===== config.mk =====
export PLATFORM = sky130hd
export DESIGN_NAME = frame_capture_ctrl_flat
export DESIGN_NICKNAME = d
export VERILOG_FILES = /design/src/rtl/frame_capture_ctrl_if.sv /design/src/rtl/frame_capture_ctrl.sv /design/src/flat_wrapper.sv
export SDC_FILE = /design/constraint.sdc
export NUM_CORES = 1
export LEC_CHECK = 0
export BUFFER_PORTS_ARGS = -buffer_cell sky130_fd_sc_hd__buf_2
export CAP_MARGIN = 10
export CORE_MARGIN = 4
export CORE_UTILIZATION = 40
export CTS_BUF_LIST = sky130_fd_sc_hd__clkbuf_16
export DETAILED_ROUTE_END_ITERATION = 16
export PLACE_DENSITY_LB_ADDON = 0.08
export SLEW_MARGIN = 20
export SYNTH_ARGS = -nofsm -noshare
export SYNTH_HDL_FRONTEND = slang
export SYNTH_SLANG_ARGS = --single-unit

===== constraint.sdc =====
create_clock -name VGA_CLK -period 1.45 [get_ports VGA_CLK]
set_input_delay 0.0725 -clock VGA_CLK [delete_from_list [all_inputs] [get_ports VGA_CLK]]
set_output_delay 0.0725 -clock VGA_CLK [all_outputs]
set_load 0.1 [all_outputs]

===== src/rtl/frame_capture_ctrl_if.sv =====
`timescale 1ns/1ps
`default_nettype none
// ============================================================================
//  Module   : frame_capture_ctrl_if
//  Purpose  : Bundles the packer write port, the image_memory ports and the
//             two-requester read port of frame_capture_ctrl.
//  Signals  : cap_wren/cap_addr/cap_data     packer -> controller
//             mem_wren/mem_wraddress/mem_data controller -> memory write port
//             mem_rdaddress / mem_q           memory read port
//             req/addr0/addr1 -> gnt/rvalid/rdata  read requesters
//  Modports : slave  - the controller
//             master - the environment (packer, memory, consumers)
//  Revision : 1.0  initial release
// ============================================================================
interface frame_capture_ctrl_if #(
   parameter int ADDR_W = 16
);
   // packer write side
   logic              cap_wren;
   logic [ADDR_W-1:0] cap_addr;
   logic [7:0]        cap_data;
   // image_memory ports
   logic              mem_wren;
   logic [ADDR_W-1:0] mem_wraddress;
   logic [7:0]        mem_data;
   logic [ADDR_W-1:0] mem_rdaddress;
   logic [7:0]        mem_q;
   // read requesters
   logic [1:0]        req;
   logic [ADDR_W-1:0] addr0;
   logic [ADDR_W-1:0] addr1;
   logic [1:0]        gnt;
   logic [1:0]        rvalid;
   logic [7:0]        rdata;

   modport slave (
      input  cap_wren, cap_addr, cap_data, mem_q, req, addr0, addr1,
      output mem_wren, mem_wraddress, mem_data, mem_rdaddress, gnt, rvalid, rdata
   );

   modport master (
      output cap_wren, cap_addr, cap_data, mem_q, req, addr0, addr1,
      input  mem_wren, mem_wraddress, mem_data, mem_rdaddress, gnt, rvalid, rdata
   );
endinterface
`default_nettype wire


===== src/rtl/frame_capture_ctrl.sv =====
`timescale 1ns/1ps
`default_nettype none
// ============================================================================
//  Module   : frame_capture_ctrl
//  Purpose  : Owns the single-frame boolean image memory. On request it arms,
//             waits for a vertical-sync falling edge, admits exactly one frame
//             of packed writes, then freezes the memory and round-robin
//             arbitrates its read port between two consumers until released.
//  Ports    : VGA_CLK        pixel clock (only clock)
//             reset_n        synchronous active-low reset
//             iVGA_VS        vertical sync, low between frames
//             start          capture request pulse (honoured in IDLE only)
//             continuous     release re-arms capture when set
//             release_frame  consumers are done with the frame
//             bus            packer / memory / requester signals (slave)
//             frame_ready    frame frozen and readable
//             busy           armed or capturing
//             frame_count    completed captures, wraps at 256
//             addr_err       sticky out-of-range write flag
//  Revision : 1.0  initial release
// ============================================================================
module frame_capture_ctrl #(
   parameter int WIDTH  = 640,
   parameter int HEIGHT = 480,
   parameter int ADDR_W = 16,
   parameter int RD_LAT = 2
) (
   input  wire                      VGA_CLK,
   input  wire                      reset_n,
   input  wire                      iVGA_VS,
   input  wire                      start,
   input  wire                      continuous,
   input  wire                      release_frame,
   frame_capture_ctrl_if.slave      bus,
   output logic                     frame_ready,
   output logic                     busy,
   output logic [7:0]               frame_count,
   output logic                     addr_err
);

   // Number of packed words in one frame; compared one bit wider so a frame
   // that fills the whole address space still has a representable limit.
   localparam int unsigned     C_WORDS     = (WIDTH * HEIGHT) / 8;
   localparam logic [ADDR_W:0] C_WORDS_LIM = (ADDR_W+1)'(C_WORDS);

   typedef enum logic [1:0] {
      S_IDLE    = 2'd0,
      S_ARM     = 2'd1,
      S_CAPTURE = 2'd2,
      S_READY   = 2'd3
   } state_t;

   state_t            state_q, state_d;
   logic              vs_prev_q;
   logic              frame_ready_q;
   logic              busy_q;
   logic [7:0]        frame_count_q;
   logic              addr_err_q;
   logic              mem_wren_q;
   logic [ADDR_W-1:0] mem_wraddress_q;
   logic [7:0]        mem_data_q;
   logic [ADDR_W-1:0] mem_rdaddress_q;
   logic              rr_ptr_q;          // 0: requester 0 has priority
   logic [1:0]        rv_pipe_q [RD_LAT];

   logic              vs_fall;
   logic              in_range;
   logic              wr_ok;
   logic              wr_bad;
   logic              rd_en;
   logic [1:0]        gnt_c;

   assign vs_fall  = vs_prev_q & ~iVGA_VS;
   assign in_range = ({1'b0, bus.cap_addr} < C_WORDS_LIM);
   assign wr_ok    = bus.cap_wren & (state_q == S_CAPTURE) & in_range;
   assign wr_bad   = bus.cap_wren & (state_q == S_CAPTURE) & ~in_range;

   // A release in the same cycle as a request takes precedence, so no new
   // read is started against a frame that is being handed back.
   assign rd_en = reset_n & (state_q == S_READY) & ~release_frame;

   always_comb begin
      state_d = state_q;
      case (state_q)
         S_IDLE:    if (start)         state_d = S_ARM;
         S_ARM:     if (vs_fall)       state_d = S_CAPTURE;
         S_CAPTURE: if (vs_fall)       state_d = S_READY;
         S_READY:   if (release_frame) state_d = continuous ? S_ARM : S_IDLE;
         default:                      state_d = S_IDLE;
      endcase
   end

   // Round-robin: a lone requester always wins; on contention the pointer
   // decides, and it then swings to the requester that was not served.
   always_comb begin
      gnt_c = 2'b00;
      if (rd_en) begin
         case (bus.req)
            2'b01:   gnt_c = 2'b01;
            2'b10:   gnt_c = 2'b10;
            2'b11:   gnt_c = rr_ptr_q ? 2'b10 : 2'b01;
            default: gnt_c = 2'b00;
         endcase
      end
   end

   always_ff @(posedge VGA_CLK) begin
      if (!reset_n) begin
         state_q         <= S_IDLE;
         vs_prev_q       <= 1'b0;
         frame_ready_q   <= 1'b0;
         busy_q          <= 1'b0;
         frame_count_q   <= 8'd0;
         addr_err_q      <= 1'b0;
         mem_wren_q      <= 1'b0;
         mem_wraddress_q <= '0;
         mem_data_q      <= 8'd0;
         mem_rdaddress_q <= '0;
         rr_ptr_q        <= 1'b0;
         for (int i = 0; i < RD_LAT; i++) begin
            rv_pipe_q[i] <= 2'b00;
         end
      end else begin
         state_q       <= state_d;
         vs_prev_q     <= iVGA_VS;
         // Status flags follow the state being entered, so they line up
         // with the state register rather than lagging it.
         frame_ready_q <= (state_d == S_READY);
         busy_q        <= (state_d == S_ARM) || (state_d == S_CAPTURE);

         if ((state_q == S_CAPTURE) && vs_fall) begin
            frame_count_q <= frame_count_q + 8'd1;
         end

         mem_wren_q <= wr_ok;
         if (wr_ok) begin
            mem_wraddress_q <= bus.cap_addr;
            mem_data_q      <= bus.cap_data;
         end
         if (wr_bad) begin
            addr_err_q <= 1'b1;
         end

         if (gnt_c != 2'b00) begin
            mem_rdaddress_q <= gnt_c[1] ? bus.addr1 : bus.addr0;
            rr_ptr_q        <= gnt_c[0];
         end

         // The granted one-hot travels alongside the memory read latency.
         rv_pipe_q[0] <= gnt_c;
         for (int i = 1; i < RD_LAT; i++) begin
            rv_pipe_q[i] <= rv_pipe_q[i-1];
         end
      end
   end

   assign bus.mem_wren      = mem_wren_q;
   assign bus.mem_wraddress = mem_wraddress_q;
   assign bus.mem_data      = mem_data_q;
   assign bus.mem_rdaddress = mem_rdaddress_q;
   assign bus.gnt           = gnt_c;
   assign bus.rvalid        = rv_pipe_q[RD_LAT-1];
   assign bus.rdata         = bus.mem_q;

   assign frame_ready = frame_ready_q;
   assign busy        = busy_q;
   assign frame_count = frame_count_q;
   assign addr_err    = addr_err_q;

endmodule
`default_nettype wire


===== src/flat_wrapper.sv =====
// flat-port wrapper written by rule: the top's interface ports become plain ports
module frame_capture_ctrl_flat 
#(
   parameter int WIDTH  = 640,
   parameter int HEIGHT = 480,
   parameter int ADDR_W = 16,
   parameter int RD_LAT = 2
)
  (VGA_CLK, reset_n, iVGA_VS, start, continuous, release_frame, frame_ready, busy, frame_count, addr_err, bus_cap_wren, bus_cap_addr, bus_cap_data, bus_mem_q, bus_req, bus_addr0, bus_addr1, bus_mem_wren, bus_mem_wraddress, bus_mem_data, bus_mem_rdaddress, bus_gnt, bus_rvalid, bus_rdata);
  frame_capture_ctrl_if #(.ADDR_W(ADDR_W)) bus_i ();
  input  wire VGA_CLK;
  input  wire reset_n;
  input  wire iVGA_VS;
  input  wire start;
  input  wire continuous;
  input  wire release_frame;
  output logic frame_ready;
  output logic busy;
  output logic [7:0] frame_count;
  output logic addr_err;
  input wire logic [$bits(bus_i.cap_wren)-1:0] bus_cap_wren;
  input wire logic [$bits(bus_i.cap_addr)-1:0] bus_cap_addr;
  input wire logic [$bits(bus_i.cap_data)-1:0] bus_cap_data;
  input wire logic [$bits(bus_i.mem_q)-1:0] bus_mem_q;
  input wire logic [$bits(bus_i.req)-1:0] bus_req;
  input wire logic [$bits(bus_i.addr0)-1:0] bus_addr0;
  input wire logic [$bits(bus_i.addr1)-1:0] bus_addr1;
  output wire logic [$bits(bus_i.mem_wren)-1:0] bus_mem_wren;
  output wire logic [$bits(bus_i.mem_wraddress)-1:0] bus_mem_wraddress;
  output wire logic [$bits(bus_i.mem_data)-1:0] bus_mem_data;
  output wire logic [$bits(bus_i.mem_rdaddress)-1:0] bus_mem_rdaddress;
  output wire logic [$bits(bus_i.gnt)-1:0] bus_gnt;
  output wire logic [$bits(bus_i.rvalid)-1:0] bus_rvalid;
  output wire logic [$bits(bus_i.rdata)-1:0] bus_rdata;
  assign bus_i.cap_wren = bus_cap_wren;
  assign bus_i.cap_addr = bus_cap_addr;
  assign bus_i.cap_data = bus_cap_data;
  assign bus_i.mem_q = bus_mem_q;
  assign bus_i.req = bus_req;
  assign bus_i.addr0 = bus_addr0;
  assign bus_i.addr1 = bus_addr1;
  assign bus_mem_wren = bus_i.mem_wren;
  assign bus_mem_wraddress = bus_i.mem_wraddress;
  assign bus_mem_data = bus_i.mem_data;
  assign bus_mem_rdaddress = bus_i.mem_rdaddress;
  assign bus_gnt = bus_i.gnt;
  assign bus_rvalid = bus_i.rvalid;
  assign bus_rdata = bus_i.rdata;
  frame_capture_ctrl #(.WIDTH(WIDTH), .HEIGHT(HEIGHT), .ADDR_W(ADDR_W), .RD_LAT(RD_LAT)) u_core (.VGA_CLK(VGA_CLK), .reset_n(reset_n), .iVGA_VS(iVGA_VS), .start(start), .continuous(continuous), .release_frame(release_frame), .bus(bus_i), .frame_ready(frame_ready), .busy(busy), .frame_count(frame_count), .addr_err(addr_err));
endmodule

-- After elaboration in Yosys (flattened, before gate mapping)
Memory sizes are Yosys's and may differ from the RTL's.
Index checks and enable logic that the tools add are counted.
- register bits: 56
- RAM bits: 4
- bits of input ports: 73
- output and inout port bits: 64
- word-level logic and storage cells: 52
- memories kept: 1
- add/subtract/negate cells: 1
- magnitude comparators: 1
- equality and inequality tests: 9
- mux-type cells: 14
- bitwise logic cells: 11
- reduce and logical (&&, ||, !) cells: 4
- memory list (memory ; words ; width ; read ports ; clocked after Yosys merged registers in ; wr ports ; RTL line ; text):
    u_core.rv_pipe_q ; 2 ; 2 ; 2 ; 0 ; 2 ; frame_capture_ctrl.sv:64 ; logic [1:0] rv_pipe_q [RD_LAT];
- operator list (cell ; count):
    16-bit < comparator (second input constant) ; 1
    16-bit 2-to-1 mux ; 1
    2-bit 2-to-1 mux ; 8
    2-bit == test (second input constant) ; 6
    8-bit by 1-bit adder with 8-bit output (second input constant) ; 1
    2-bit case mux with 4 select lines ; 1
    1-bit AND ; 6
    2-bit by 1-bit == test with 1-bit output (second input constant) ; 3
    2-bit case mux with 3 select lines ; 1
    1-bit 2-to-1 mux ; 3
    1-bit inverter ; 3
    2-bit zero test ; 1
    1-bit bitwise OR ; 2
    2-bit nonzero test ; 1
    1-bit logical AND ; 1
    1-bit logical OR ; 1

-- Longest topological paths before layout
Gate-level depths: netlist of the first run.
- depth after elaboration: 6
- mapped depth: 6
- depth with buffers taken out: 5

-- Worst setup path before layout of the first run
No wires, ideal clock.
- path kind: flip-flop to output port
- start: reg u_core.state_q[1]
- end: out bus_gnt[0]
- arrival time: 2.433 ns
- data required time: 1.378 ns
- setup slack: -1.055 ns
- cell stages (with the launch flop): 6
- path buffers: 2
- cells stage by stage: dfxtp_1 -> buf_4 -> and4b_2 -> buf_2 -> nand2_1 -> a21oi_1
- cells in the longest elaborated chain, start to end: 4
- ends and longest elaborated chain (what ; RTL line ; text):
    start: declaration ; frame_capture_ctrl.sv:53 ; state_t state_q, state_d;
    start signal: assignment ; frame_capture_ctrl.sv:124 ; state_q <= state_d;
    2-bit == test ; frame_capture_ctrl.sv:80 ; assign rd_en = reset_n & (state_q == S_READY) & ~release_frame;
    1-bit AND (2 in a row) ; frame_capture_ctrl.sv:80 ;
    2-bit 2-to-1 mux ; frame_capture_ctrl.sv:97 ; if (rd_en) begin
    end: declaration ; flat_wrapper.sv:32 ; output wire logic [$bits(bus_i.gnt)-1:0] bus_gnt;
Every way passes these cells.

-- Worst setup path in the final report of the first run
Ends and elaborated chain as after synthesis.

==> run_summary.xml, run 1 <==
<?xml version="1.0" encoding="UTF-8"?>
<metrics>
  <group name="placement">
    <metric name="portBuffers" unit="">120</metric>
    <metric name="dpl.hpwl" unit="µm">5377</metric>
    <metric name="gp_congestion" unit="">0.7577</metric>
    <metric name="dpl.cell_count" unit="">538</metric>
  </group>
  <group name="route">
    <metric name="drt-vias-per-instance" unit="">5.002</metric>
    <metric name="route.top_layer_used" unit="">met4</metric>
    <metric name="route.met2.wl" unit="µm">4142</metric>
    <metric name="drc_errors" unit="">0</metric>
    <metric name="ant_nets" unit="">0</metric>
    <metric name="m1WireLength" unit="µm">3747</metric>
    <metric name="detail_route.wl_per_cell" unit="µm">14.65</metric>
    <metric name="detail_route.iter0.violations" unit="">126</metric>
    <metric name="routed_length_on_met3" unit="µm">601</metric>
    <metric name="routed-via-count" unit="">2931</metric>
    <metric name="firstDrtPassIters" unit="">5</metric>
    <metric name="postRouteWirelength" unit="µm">8582</metric>
  </group>
  <group name="power_and_ir_drop">
    <metric name="internal_power" unit="W">0.003155</metric>
    <metric name="p_comb_share" unit="%">10.9</metric>
    <metric name="reported_leakage_power" unit="nW">2.047</metric>
    <metric name="seq_power_share" unit="%">40.0</metric>
    <metric name="worst_ir_drop_vdd" unit="µV">519.1</metric>
    <metric name="power.switching" unit="W">0.001004</metric>
    <metric name="clock_power_share" unit="%">49.1</metric>
    <metric name="power_per_cell_area" unit="nW/µm²">927.9</metric>
    <metric name="power.share.switching" unit="%">24.13</metric>
  </group>
  <group name="final_layout">
    <metric name="finish.cell_count_without_fillers" unit="">586</metric>
    <metric name="multi_input_comb_area" unit="µm²">1570</metric>
    <metric name="sequential_cell_area" unit="µm²">1227</metric>
    <metric name="post-route-util" unit="%">62.12</metric>
    <metric name="antennaDiodeCount" unit="">0</metric>
    <metric name="drive_above_1_share" unit="%">41.68</metric>
    <metric name="synthToLayoutAreaGrowth" unit="%">51.97</metric>
    <metric name="layout.filler_cells" unit="">658</metric>
    <metric name="finalNetCount" unit="">557</metric>
  </group>
  <group name="synthesis">
    <metric name="synth_adder_area_share" unit="%">0.8485</metric>
    <metric name="synth_area" unit="µm²">2949</metric>
    <metric name="syn_inst" unit="">339</metric>
    <metric name="synthArstFlopShare" unit="%">0</metric>
    <metric name="average_instance_area_after_synthesis" unit="µm²">8.699</metric>
    <metric name="synth_compound_gate_area_share" unit="%">19.52</metric>
    <metric name="synth.yosys.warnings" unit="">0</metric>
    <metric name="yosys.area_share.simple" unit="%">19.86</metric>
    <metric name="post_synth_num_cell_types" unit="">45</metric>
    <metric name="sequential_share_of_the_synthesized_area" unit="%">40.73</metric>
    <metric name="synth_top_family_by_area" unit="">simple AND/OR/NAND/NOR gates</metric>
    <metric name="ys_ff_latch" unit="">60</metric>
    <metric name="ys_dominant_reg_cell" unit="">sky130_fd_sc_hd__dfxtp_1</metric>
    <metric name="synthMuxAreaShare" unit="%">8.485</metric>
    <metric name="synth_enable_flop_cells" unit="">0</metric>
    <metric name="synth_fp_nets" unit="">414</metric>
    <metric name="yosys.area_share.xor_xnor" unit="%">0.2970</metric>
  </group>
  <group name="clock_tree">
    <metric name="ctsHtreeMaxLevel" unit="">3</metric>
    <metric name="clkSlewWorstSetupHoldPaths" unit="ns">0.05</metric>
    <metric name="clock_tree.buffer_depth" unit="">2</metric>
    <metric name="numClockSinks" unit="">60</metric>
    <metric name="cts_tree" unit="">built</metric>
    <metric name="insertion_delay" unit="ns">0.32</metric>
    <metric name="cts_made_buffers" unit="">9</metric>
    <metric name="ctsRootBufferMaster" unit="">sky130_fd_sc_hd__clkbuf_16</metric>
  </group>
  <group name="critical_path">
    <metric name="crit_arrival" unit="ns">1.45</metric>
    <metric name="critical_path_required" unit="ns">1.38</metric>
    <metric name="reg2reg_setup_slack" unit="ns">-0.07</metric>
    <metric name="crit_type" unit="">reg -&gt; out</metric>
    <metric name="timing.critical_path.from_type" unit="">flop</metric>
    <metric name="cp_max_fo" unit="">5</metric>
    <metric name="setup.worst_path.end_class" unit="">primary output</metric>
    <metric name="worstRegToRegCells" unit="">6</metric>
  </group>
  <group name="grt">
    <metric name="overflow" unit="">0</metric>
    <metric name="antenna_found_initial" unit="">0</metric>
    <metric name="pin_count_of_the_biggest_net_entering_global_routing" unit="">34</metric>
    <metric name="via_count_of_the_first_global_routing_pass" unit="">2853</metric>
    <metric name="first_pass_grt_wire_length" unit="µm">13060</metric>
    <metric name="global_route.usage.total" unit="%">18.66</metric>
  </group>
  <group name="sta">
    <metric name="final-max-slew-violation-count" unit="">0</metric>
    <metric name="timing.final.crit_share" unit="%">105.2</metric>
    <metric name="finalHoldViolations" unit="">0</metric>
    <metric name="skew" unit="ns">0.005608</metric>
    <metric name="layout_min_cycle_time" unit="ns">1.525</metric>
    <metric name="max_freq" unit="MHz">655.6</metric>
    <metric name="timing_worst_slew_pin_value" unit="ns">0.5044</metric>
    <metric name="rsz0062_at_grt" unit="">yes</metric>
    <metric name="worst_slack" unit="ns">-0.07528</metric>
    <metric name="finalSetupViolations" unit="">11</metric>
    <metric name="max_slew_margin" unit="%">66.60</metric>
  </group>
  <group name="hold_path">
    <metric name="number_of_stages_on_the_worst_hold_path" unit="">3</metric>
    <metric name="min_path_type" unit="">in -&gt; reg</metric>
  </group>
  <group name="outcome">
    <metric name="failing_checks" unit="">setup timing</metric>
    <metric name="run_status" unit="">finished with violations</metric>
  </group>
  <group name="floorplanning">
    <metric name="row_count" unit="">31</metric>
    <metric name="floorplan.initialDensity" unit="%">40.88</metric>
    <metric name="io_pins" unit="">137</metric>
    <metric name="core_region_area" unit="µm²">7214</metric>
    <metric name="die_area" unit="µm²">8811</metric>
    <metric name="floorplan.die.height" unit="µm">93.87</metric>
    <metric name="fp.dieW" unit="µm">93.87</metric>
  </group>
  <group name="flow_run">
    <metric name="timing.max_cap.violations" unit="">0</metric>
  </group>
</metrics>
## logic make-up after synthesis
| group | after synthesis |
|---|---|
| compound gates | 75 |
| xor+xnor | 1 |
| fa+ha+maj | 2 |
| buf+inv | 58 |
| flops | 60 |
| mux | 25 |
| simple gates | 118 |
## cell usage after synthesis, drive strengths merged, types with 5 or more instances
master	instances	share of area [%]
o311a	16	5.4
inv	19	2.4
clkbuf	15	2.0
mux2i	25	8.5
nand2	69	8.8
a21oi	9	1.5
buf	23	5.8
nor2	5	0.64
dfxtp	60	41
a31oi	17	3.6
o21bai	16	4.1
and2	6	1.3
nor3	16	2.7
## sequential cells by signal, summed over array words and instances, names as in the netlist
signal and count:
u_core.state_q 2, u_core.bus.mem_wraddress 16, u_core.vs_prev_q 1, u_core.bus.mem_wren 1
u_core.rr_ptr_q 1, u_core.busy 1, u_core.addr_err 1, u_core.bus.mem_rdaddress 16
u_core.rv_pipe_q 4, u_core.frame_ready 1, u_core.bus.mem_data 8, u_core.frame_count 8
## worst paths after layout
kind                               start                     endpoint
hold / removal           bus_cap_addr[0]  u_core.bus.mem_wraddress[0]
setup / recovery       u_core.state_q[1]                   bus_gnt[0]
setup reg to reg       u_core.state_q[0]                  u_core.busy
hold reg to reg   u_core.rv_pipe_q[0][1]       u_core.rv_pipe_q[0][3]
## metrics by stage
step	power, W	hold slack, ns	setup TNS (ns)	cell area, µm²	setup WS [ns]
after floorplan	0.002028	0.1941	-0.1925	2995	-0.1653
after global placement	0.002081	0.1457	-0.9811	3732	-0.06247
after detailed placement	0.002083	0.1457	-1.325	3732	-0.08513
after CTS	0.004167	0.0006357	-0.2438	4240	-0.08657
after global routing	0.004322	0.01528	-2.262	4482	-0.1242
final	0.004159	0.004512	-0.2661	4482	-0.07528
## cell type report
type	instances	area share (%)
clock inverters	7	1.340
flip-flops and latches	60	27.39
clock buffers	9	5.025
inverters	20	1.675
well taps	99	2.764
repair buffers	169	26.77
multi-input cells	222	35.04
## cells in the final DEF, fill, tap and decap left out, types with 2 or more instances in the layout
cell	Yosys	layout
sky130_fd_sc_hd__mux2i_1	25	25
sky130_fd_sc_hd__and2_1	6	6
sky130_fd_sc_hd__o21ai_0	3	3
sky130_fd_sc_hd__buf_6	4	5
sky130_fd_sc_hd__nor3_1	16	13
sky130_fd_sc_hd__nor2b_1	2	2
sky130_fd_sc_hd__nor3_2	0	2
sky130_fd_sc_hd__dfxtp_2	0	3
sky130_fd_sc_hd__nand2_1	69	67
sky130_fd_sc_hd__ha_4	0	2
sky130_fd_sc_hd__a31oi_1	17	17
sky130_fd_sc_hd__buf_12	0	8
sky130_fd_sc_hd__buf_4	12	21
sky130_fd_sc_hd__inv_1	19	21
sky130_fd_sc_hd__nor2_1	5	5
sky130_fd_sc_hd__nand2_4	0	2
sky130_fd_sc_hd__dfxtp_1	60	51
sky130_fd_sc_hd__o311a_1	16	16
sky130_fd_sc_hd__a21oi_1	9	7
sky130_fd_sc_hd__or4_1	4	3
sky130_fd_sc_hd__dfxtp_4	0	6
sky130_fd_sc_hd__clkbuf_16	0	13
sky130_fd_sc_hd__o21bai_1	16	16
sky130_fd_sc_hd__o211ai_1	2	2
sky130_fd_sc_hd__a311oi_1	2	2
sky130_fd_sc_hd__clkinv_2	0	3
sky130_fd_sc_hd__nand2b_1	2	2
sky130_fd_sc_hd__dlygate4sd3_1	0	12
sky130_fd_sc_hd__o31ai_1	4	3
sky130_fd_sc_hd__buf_2	7	118
## routing by layer
metal | global-route usage, % | vias to the layer above
met2 | 31.22 | 100
met4 | 5.897 | 0
met3 | 5.769 | 8
met5 | 0 | -
met1 | 22.80 | 1342
li1 | - | 1481
## timing repair
action | 4_1_cts | 5_1_grt
resized for setup | 10 | 16
hold buffers | 12 | 0
buffers inserted | 9 | 6
gates cloned | 0 | 5
endpoints found under the setup margin | 20 | 49
hold endpoints to repair | 12 | 0
pin swaps | 2 | 8
## critical path: stages (launching register included)
cell                      delay (ns)
sky130_fd_sc_hd__dfxtp_2        0.33
sky130_fd_sc_hd__and4b_2        0.28
sky130_fd_sc_hd__buf_12         0.13
sky130_fd_sc_hd__nand2_4        0.05
sky130_fd_sc_hd__a21oi_4        0.14
sky130_fd_sc_hd__buf_12         0.19
## power groups by stage
stage	Clock, W	Sequential, W	Combinational [W]
floorplan	0	0.00176	0.000270
global placement	0	0.00170	0.000381
detailed placement	0	0.00170	0.000383
CTS	0.00208	0.00166	0.000426
global route	0.00217	0.00166	0.000492
finish	0.00204	0.00166	0.000454
(Power assumes the default switching activity.)
==> inputs of run 2 (changes only) <==
==> constraint.sdc (replaced) <==
create_clock -name VGA_CLK -period 1.45 [get_ports VGA_CLK]
set_input_delay 0.29 -clock VGA_CLK [delete_from_list [all_inputs] [get_ports VGA_CLK]]
set_output_delay 0.29 -clock VGA_CLK [all_outputs]
set_load 0.1 [all_outputs]
==> run_summary.xml, run 2 (synthesized netlist as in run 1, its figures left out) <==
<?xml version="1.0" encoding="UTF-8"?>
<metrics>
  <group name="placement">
    <metric name="dpl.hpwl" unit="µm">5445</metric>
    <metric name="gp_congestion" unit="">0.7908</metric>
    <metric name="portBuffers" unit="">120</metric>
    <metric name="dpl_cell_area" unit="µm²">3775</metric>
  </group>
  <group name="critical_path">
    <metric name="setup.worst_path.end_class" unit="">primary output</metric>
    <metric name="reg2reg_setup_slack" unit="ns">-0.11</metric>
    <metric name="crit_arrival" unit="ns">1.34</metric>
    <metric name="crit_type" unit="">reg -&gt; out</metric>
    <metric name="worstRegToRegCells" unit="">5</metric>
    <metric name="critical_path.cell_chain" unit="">and4b_4 -&gt; nand2_4 -&gt; a21oi_4 -&gt; buf_12</metric>
    <metric name="kind_of_cell_with_the_highest_combined_delay_on_the_critical_path" unit="">simple AND/OR/NAND/NOR gates</metric>
    <metric name="timing.rr.end" unit="">u_core.frame_count[3]</metric>
    <metric name="timing.critical_path.from_type" unit="">flop</metric>
    <metric name="crit-reg2reg-launch" unit="">u_core.state_q[0]</metric>
    <metric name="cp_max_fo" unit="">4</metric>
    <metric name="setup.worst_path.start" unit="">u_core.state_q[1]</metric>
    <metric name="timing.critical_path.slowest_cell_delay" unit="ns">0.33</metric>
    <metric name="path_buf_inv" unit="">1</metric>
    <metric name="critical_path_required" unit="ns">1.16</metric>
    <metric name="timing.critical_path.slowest_stage_cell" unit="">sky130_fd_sc_hd__dfxtp_2</metric>
  </group>
  <group name="final_layout">
    <metric name="layout.filler_cells" unit="">680</metric>
    <metric name="mostFrequentLayoutCell" unit="">sky130_fd_sc_hd__buf_2</metric>
    <metric name="multi_input_comb_area" unit="µm²">1521</metric>
    <metric name="most-common-layout-cells" unit="">sky130_fd_sc_hd__buf_2, sky130_fd_sc_hd__nand2_1, sky130_fd_sc_hd__dfxtp_1, sky130_fd_sc_hd__buf_4, sky130_fd_sc_hd__mux2i_1</metric>
    <metric name="synthToLayoutAreaGrowth" unit="%">44.89</metric>
    <metric name="stdcell_area" unit="µm²">4273</metric>
    <metric name="antennaDiodeCount" unit="">0</metric>
    <metric name="post-route-util" unit="%">59.23</metric>
    <metric name="sequential_cell_area" unit="µm²">1227</metric>
    <metric name="finalNetCount" unit="">550</metric>
    <metric name="drive_above_1_share" unit="%">42.50</metric>
  </group>
  <group name="outcome">
    <metric name="run_status" unit="">finished with violations</metric>
    <metric name="failing_checks" unit="">setup timing</metric>
  </group>
  <group name="power_and_ir_drop">
    <metric name="p_total" unit="W">0.004271</metric>
    <metric name="reported_leakage_power" unit="nW">2.007</metric>
    <metric name="power_per_cell_area" unit="nW/µm²">999.5</metric>
    <metric name="worst_ir_drop_vdd" unit="µV">595.7</metric>
  </group>
  <group name="grt">
    <metric name="overflow" unit="">0</metric>
    <metric name="global_route.usage.total" unit="%">17.72</metric>
    <metric name="via_count_of_the_first_global_routing_pass" unit="">2743</metric>
    <metric name="first_pass_grt_wire_length" unit="µm">12500</metric>
    <metric name="pin_count_of_the_biggest_net_entering_global_routing" unit="">75</metric>
    <metric name="antenna_found_initial" unit="">0</metric>
  </group>
  <group name="sta">
    <metric name="max_freq" unit="MHz">612.5</metric>
    <metric name="finalHoldViolations" unit="">0</metric>
    <metric name="timing.setup.tns" unit="ns">-2.558</metric>
    <metric name="max_slew_margin" unit="%">52.20</metric>
    <metric name="timing_worst_slew_pin_value" unit="ns">0.7170</metric>
    <metric name="skew" unit="ns">0.006068</metric>
    <metric name="rsz0062_at_grt" unit="">yes</metric>
    <metric name="final-max-slew-violation-count" unit="">0</metric>
    <metric name="finalSetupViolations" unit="">42</metric>
    <metric name="worst_slack" unit="ns">-0.1825</metric>
    <metric name="layout_min_cycle_time" unit="ns">1.633</metric>
    <metric name="timing.final.crit_share" unit="%">112.6</metric>
  </group>
  <group name="route">
    <metric name="drc_errors" unit="">0</metric>
    <metric name="firstDrtPassIters" unit="">4</metric>
    <metric name="detail_route.wl_per_cell" unit="µm">13.86</metric>
    <metric name="detail_route.iter0.violations" unit="">55</metric>
    <metric name="routed-via-count" unit="">2882</metric>
    <metric name="drt-vias-per-instance" unit="">4.978</metric>
    <metric name="ant_nets" unit="">0</metric>
    <metric name="postRouteWirelength" unit="µm">8025</metric>
  </group>
  <group name="floorplanning">
    <metric name="die_area" unit="µm²">8811</metric>
    <metric name="row_count" unit="">31</metric>
    <metric name="floorplan.initialDensity" unit="%">40.88</metric>
    <metric name="core_region_area" unit="µm²">7214</metric>
    <metric name="fp.dieW" unit="µm">93.87</metric>
    <metric name="floorplan.die.height" unit="µm">93.87</metric>
    <metric name="io_pins" unit="">137</metric>
  </group>
  <group name="hold_path">
    <metric name="hold_path_end" unit="">u_core.bus.mem_wraddress[3]</metric>
    <metric name="number_of_stages_on_the_worst_hold_path" unit="">3</metric>
    <metric name="min_from" unit="">bus_cap_addr[3]</metric>
    <metric name="min_path_type" unit="">in -&gt; reg</metric>
  </group>
  <group name="flow_run">
    <metric name="timing.max_cap.violations" unit="">0</metric>
  </group>
  <group name="clock_tree">
    <metric name="ctsHtreeMaxLevel" unit="">3</metric>
    <metric name="ctsRootBufferMaster" unit="">sky130_fd_sc_hd__clkbuf_16</metric>
    <metric name="cts_tree" unit="">built</metric>
    <metric name="numClockSinks" unit="">60</metric>
    <metric name="clkSlewWorstSetupHoldPaths" unit="ns">0.05</metric>
    <metric name="cts_made_buffers" unit="">9</metric>
    <metric name="clock_tree.buffer_depth" unit="">2</metric>
    <metric name="insertion_delay" unit="ns">0.32</metric>
  </group>
</metrics>
[run 2: changes by cell type in the layout (fill, tap and decap cells not counted), moves of 3 or more]
| cell | delta |
|---|---|
| sky130_fd_sc_hd__buf_12 | -3 |
| sky130_fd_sc_hd__nor3_1 | +3 |
| sky130_fd_sc_hd__dlygate4sd3_1 | -12 |
| sky130_fd_sc_hd__clkbuf_16 | -4 |
| sky130_fd_sc_hd__buf_4 | +14 |
[run 2: final cells by class]
class                   instances  share of cell area [%]
clock buffers                   9                   5.271
flip-flops and latches         60                   28.73
multi-input cells             221                   35.61
inverters                      20                   1.757
repair buffers                163                   23.81
well taps                      99                   2.899
clock inverters                 7                   1.933
[run 2: timing repair]
action	in CTS	in global routing
cloned	0	2
setup buffers	5	7
hold endpoints to repair	0	0
hold buffers	0	0
resized for setup	6	18
setup endpoints to repair	19	49
pin swaps	2	3
[run 2: worst reg2reg max path: cells and delay by family, from the launching register on]
kind	cells	cell delay (ns)
AND/OR/NAND/NOR	2	0.72
flip-flops	1	0.34
buffers and inverters	2	0.29
AO/OA/AOI/OAI	1	0.14
[run 2: worst max path at each step]
stage	endpoint	slack, ns	cells past startpoint
floorplan	bus_gnt[0]	-0.26	5
global placement	u_core.bus.mem_rdaddress[2]	-0.18	4
detailed placement	u_core.bus.mem_rdaddress[10]	-0.19	4
CTS	bus_gnt[0]	-0.20	4
global route	bus_gnt[0]	-0.22	4
finish	bus_gnt[0]	-0.18	4
[run 2: metal layers]
layer / GRT usage (%) / vias up / wire length, µm
met2: 27.38 / 109 / 3649
met3: 4.167 / 15 / 565
met4: 8.664 / 0 / 160
li1: - / 1460 / -
met5: 0 / - / 0
met1: 23.08 / 1298 / 3649
[run 2: through the flow]
step / hold WS [ns] / instances / setup WS (ns)
2_1_floorplan: 0.4040 / 339 / -0.2575
6_report: 0.2126 / 579 / -0.1825
5_1_grt: 0.2109 / 579 / -0.2211
4_1_cts: 0.2022 / 570 / -0.2002
3_3_place_gp: 0.4166 / 549 / -0.1750
3_5_place_dp: 0.4191 / 549 / -0.1922
[run 2: where the power goes]
part           leakage (nW)  internal [W]  total [W]  switching, W
Clock                 0.158       0.00148    0.00220      0.000716
Combinational          1.36      0.000168   0.000412      0.000244
Sequential            0.490       0.00166    0.00166    0.00000713
==> inputs of run 3 (changes only) <==
--- a/config.mk
+++ b/config.mk
@@ -7,6 +7,7 @@
 export LEC_CHECK = 0
 export BUFFER_PORTS_ARGS = -buffer_cell sky130_fd_sc_hd__buf_2
 export CAP_MARGIN = 10
+export CORE_ASPECT_RATIO = 0.75
 export CORE_MARGIN = 4
 export CORE_UTILIZATION = 40
 export CTS_BUF_LIST = sky130_fd_sc_hd__clkbuf_16
==> run_summary.xml, run 3 (synthesized netlist as in run 1, its figures left out) <==
<?xml version="1.0" encoding="UTF-8"?>
<metrics>
  <group name="outcome">
    <metric name="run_status" unit="">finished with violations</metric>
    <metric name="failing_checks" unit="">setup timing</metric>
  </group>
  <group name="sta">
    <metric name="skew" unit="ns">0.004867</metric>
    <metric name="finalSetupViolations" unit="">48</metric>
    <metric name="max_freq" unit="MHz">587.5</metric>
    <metric name="worst_slack" unit="ns">-0.2521</metric>
    <metric name="final-max-slew-violation-count" unit="">0</metric>
    <metric name="timing.final.crit_share" unit="%">117.4</metric>
    <metric name="max_slew_margin" unit="%">66.58</metric>
    <metric name="layout_min_cycle_time" unit="ns">1.702</metric>
    <metric name="finalHoldViolations" unit="">0</metric>
    <metric name="timing_worst_slew_pin_value" unit="ns">0.5047</metric>
    <metric name="worst_hold_slack" unit="ns">0.2076</metric>
    <metric name="rsz0062_at_grt" unit="">yes</metric>
  </group>
  <group name="clock_tree">
    <metric name="ctsHtreeMaxLevel" unit="">3</metric>
    <metric name="insertion_delay" unit="ns">0.32</metric>
    <metric name="cts_tree" unit="">built</metric>
    <metric name="numClockSinks" unit="">60</metric>
    <metric name="clock_tree.buffer_depth" unit="">2</metric>
    <metric name="cts_made_buffers" unit="">9</metric>
    <metric name="clkSlewWorstSetupHoldPaths" unit="ns">0.05</metric>
    <metric name="ctsRootBufferMaster" unit="">sky130_fd_sc_hd__clkbuf_16</metric>
    <metric name="holdBufCountCts" unit="">0</metric>
  </group>
  <group name="critical_path">
    <metric name="timing.critical_path.from_type" unit="">flop</metric>
    <metric name="crit-reg2reg-launch" unit="">u_core.state_q[0]</metric>
    <metric name="worstRegToRegCells" unit="">7</metric>
    <metric name="crit_arrival" unit="ns">1.92</metric>
    <metric name="crit_type" unit="">reg -&gt; reg</metric>
    <metric name="reg2reg_setup_slack" unit="ns">-0.25</metric>
    <metric name="timing.rr.end" unit="">u_core.busy</metric>
    <metric name="critical_path_required" unit="ns">1.67</metric>
    <metric name="cp_max_fo" unit="">5</metric>
    <metric name="setup.worst_path.end_class" unit="">flop</metric>
  </group>
  <group name="route">
    <metric name="detail_route.wl_per_cell" unit="µm">14.69</metric>
    <metric name="firstDrtPassIters" unit="">4</metric>
    <metric name="detail_route.iter0.violations" unit="">130</metric>
    <metric name="postRouteWirelength" unit="µm">8415</metric>
    <metric name="drt-vias-per-instance" unit="">5.072</metric>
    <metric name="routed-via-count" unit="">2906</metric>
    <metric name="ant_nets" unit="">0</metric>
    <metric name="drc_errors" unit="">0</metric>
  </group>
  <group name="placement">
    <metric name="gp_congestion" unit="">0.7976</metric>
    <metric name="dp_slack" unit="ns">-0.08963</metric>
    <metric name="dpl.hpwl" unit="µm">5470</metric>
    <metric name="dpl.cell_count" unit="">542</metric>
    <metric name="portBuffers" unit="">120</metric>
  </group>
  <group name="hold_path">
    <metric name="hold_path_end" unit="">u_core.bus.mem_wraddress[8]</metric>
    <metric name="min_from" unit="">bus_cap_addr[8]</metric>
    <metric name="min_path_type" unit="">in -&gt; reg</metric>
    <metric name="number_of_stages_on_the_worst_hold_path" unit="">3</metric>
  </group>
  <group name="grt">
    <metric name="pin_count_of_the_biggest_net_entering_global_routing" unit="">75</metric>
    <metric name="via_count_of_the_first_global_routing_pass" unit="">2659</metric>
    <metric name="overflow" unit="">0</metric>
    <metric name="first_pass_grt_wire_length" unit="µm">12590</metric>
    <metric name="antenna_found_initial" unit="">0</metric>
    <metric name="global_route.usage.total" unit="%">18.06</metric>
  </group>
  <group name="power_and_ir_drop">
    <metric name="reported_leakage_power" unit="nW">2.027</metric>
    <metric name="worst_ir_drop_vdd" unit="µV">556.8</metric>
    <metric name="p_total" unit="W">0.004235</metric>
    <metric name="power_per_cell_area" unit="nW/µm²">959.0</metric>
  </group>
  <group name="floorplanning">
    <metric name="io_pins" unit="">137</metric>
    <metric name="fp.dieW" unit="µm">107.1</metric>
    <metric name="die_area" unit="µm²">8824</metric>
    <metric name="floorplan.initialDensity" unit="%">42.16</metric>
    <metric name="row_count" unit="">26</metric>
    <metric name="core_region_area" unit="µm²">6994</metric>
    <metric name="floorplan.die.height" unit="µm">82.36</metric>
  </group>
  <group name="final_layout">
    <metric name="layout.filler_cells" unit="">616</metric>
    <metric name="most-common-layout-cells" unit="">sky130_fd_sc_hd__buf_2, sky130_fd_sc_hd__nand2_1, sky130_fd_sc_hd__dfxtp_1, sky130_fd_sc_hd__mux2i_1, sky130_fd_sc_hd__inv_1</metric>
    <metric name="antennaDiodeCount" unit="">0</metric>
    <metric name="finalNetCount" unit="">545</metric>
    <metric name="drive_above_1_share" unit="%">43.16</metric>
    <metric name="finish.cell_count_without_fillers" unit="">573</metric>
    <metric name="synthToLayoutAreaGrowth" unit="%">49.77</metric>
    <metric name="post-route-util" unit="%">63.15</metric>
    <metric name="mostFrequentLayoutCell" unit="">sky130_fd_sc_hd__buf_2</metric>
  </group>
  <group name="flow_run">
    <metric name="timing.max_cap.violations" unit="">0</metric>
  </group>
</metrics>
## run 3: cell count changes in the layout (fill, tap and decap cells not counted), sizes merged
cell      before  now
bufinv         2    1
inv           20   21
buf          163  154
clkbuf         9   14
clkinv         5    3
clkinvlp       0    1
## run 3: worst max-delay path by stage
| stage | cells after the start | slack [ns] | endpoint | from |
|---|---|---|---|---|
| 3_3_place_gp | 6 | -0.08 | bus_gnt[0] | release_frame |
| 2_1_floorplan | 5 | -0.26 | bus_gnt[0] | u_core.state_q[1] |
| 4_1_cts | 5 | -0.25 | bus_gnt[0] | u_core.state_q[0] |
| 6_report | 7 | -0.25 | u_core.busy | u_core.state_q[0] |
| 3_5_place_dp | 5 | -0.09 | u_core.bus.mem_rdaddress[4] | release_frame |
| 5_1_grt | 5 | -0.29 | bus_gnt[0] | u_core.state_q[0] |
## run 3: where the power goes
| group | total, W | leakage (nW) | internal (W) | switching (W) |
|---|---|---|---|---|
| Sequential | 0.00166 | 0.490 | 0.00166 | 0.00000705 |
| Clock | 0.00214 | 0.154 | 0.00141 | 0.000725 |
| Combinational | 0.000438 | 1.38 | 0.000182 | 0.000256 |
| Total | 0.00424 | 2.03 | 0.00325 | 0.000988 |
## run 3: layer usage
layer,vias up,part of all wire (%),track usage (%)
li1,1452,-,-
met1,1343,44,22.88
met2,101,47,28.53
met3,10,8.1,7.382
met4,0,0.68,5.109
met5,-,0,0
## run 3: timing repair
action | CTS | global route
gates cloned | 1 | 4
resized for setup | 11 | 27
pin swaps | 3 | 10
buffers inserted | 5 | 5
endpoints found under the setup margin | 16 | 48
## run 3: area by class of cell
class	instances	area, µm²	area share, %
clock buffer	10	250.2	5.666
clock inverter	6	53.80	1.218
inverter	20	75.07	1.700
multi-input combinational	221	1584	35.86
sequential	60	1227	27.79
tap	98	122.6	2.776
timing repair buffer	158	1104	24.99
## run 3: worst max-delay path: stages, from the launching register on
cell	delay (ns)
sky130_fd_sc_hd__dfxtp_4	0.34
sky130_fd_sc_hd__buf_4	0.13
sky130_fd_sc_hd__buf_6	0.12
sky130_fd_sc_hd__and3b_2	0.20
sky130_fd_sc_hd__or3_4	0.41
sky130_fd_sc_hd__nand2_4	0.08
sky130_fd_sc_hd__ha_4	0.19
sky130_fd_sc_hd__and2_4	0.14
## run 3: stage by stage
step	TNS (ns)	instance area, µm²
2_1_floorplan	-0.4845	3015
3_3_place_gp	-1.411	3766
3_5_place_dp	-1.918	3766
4_1_cts	-0.6372	4179
5_1_grt	-7.973	4417
6_report	-4.923	4417
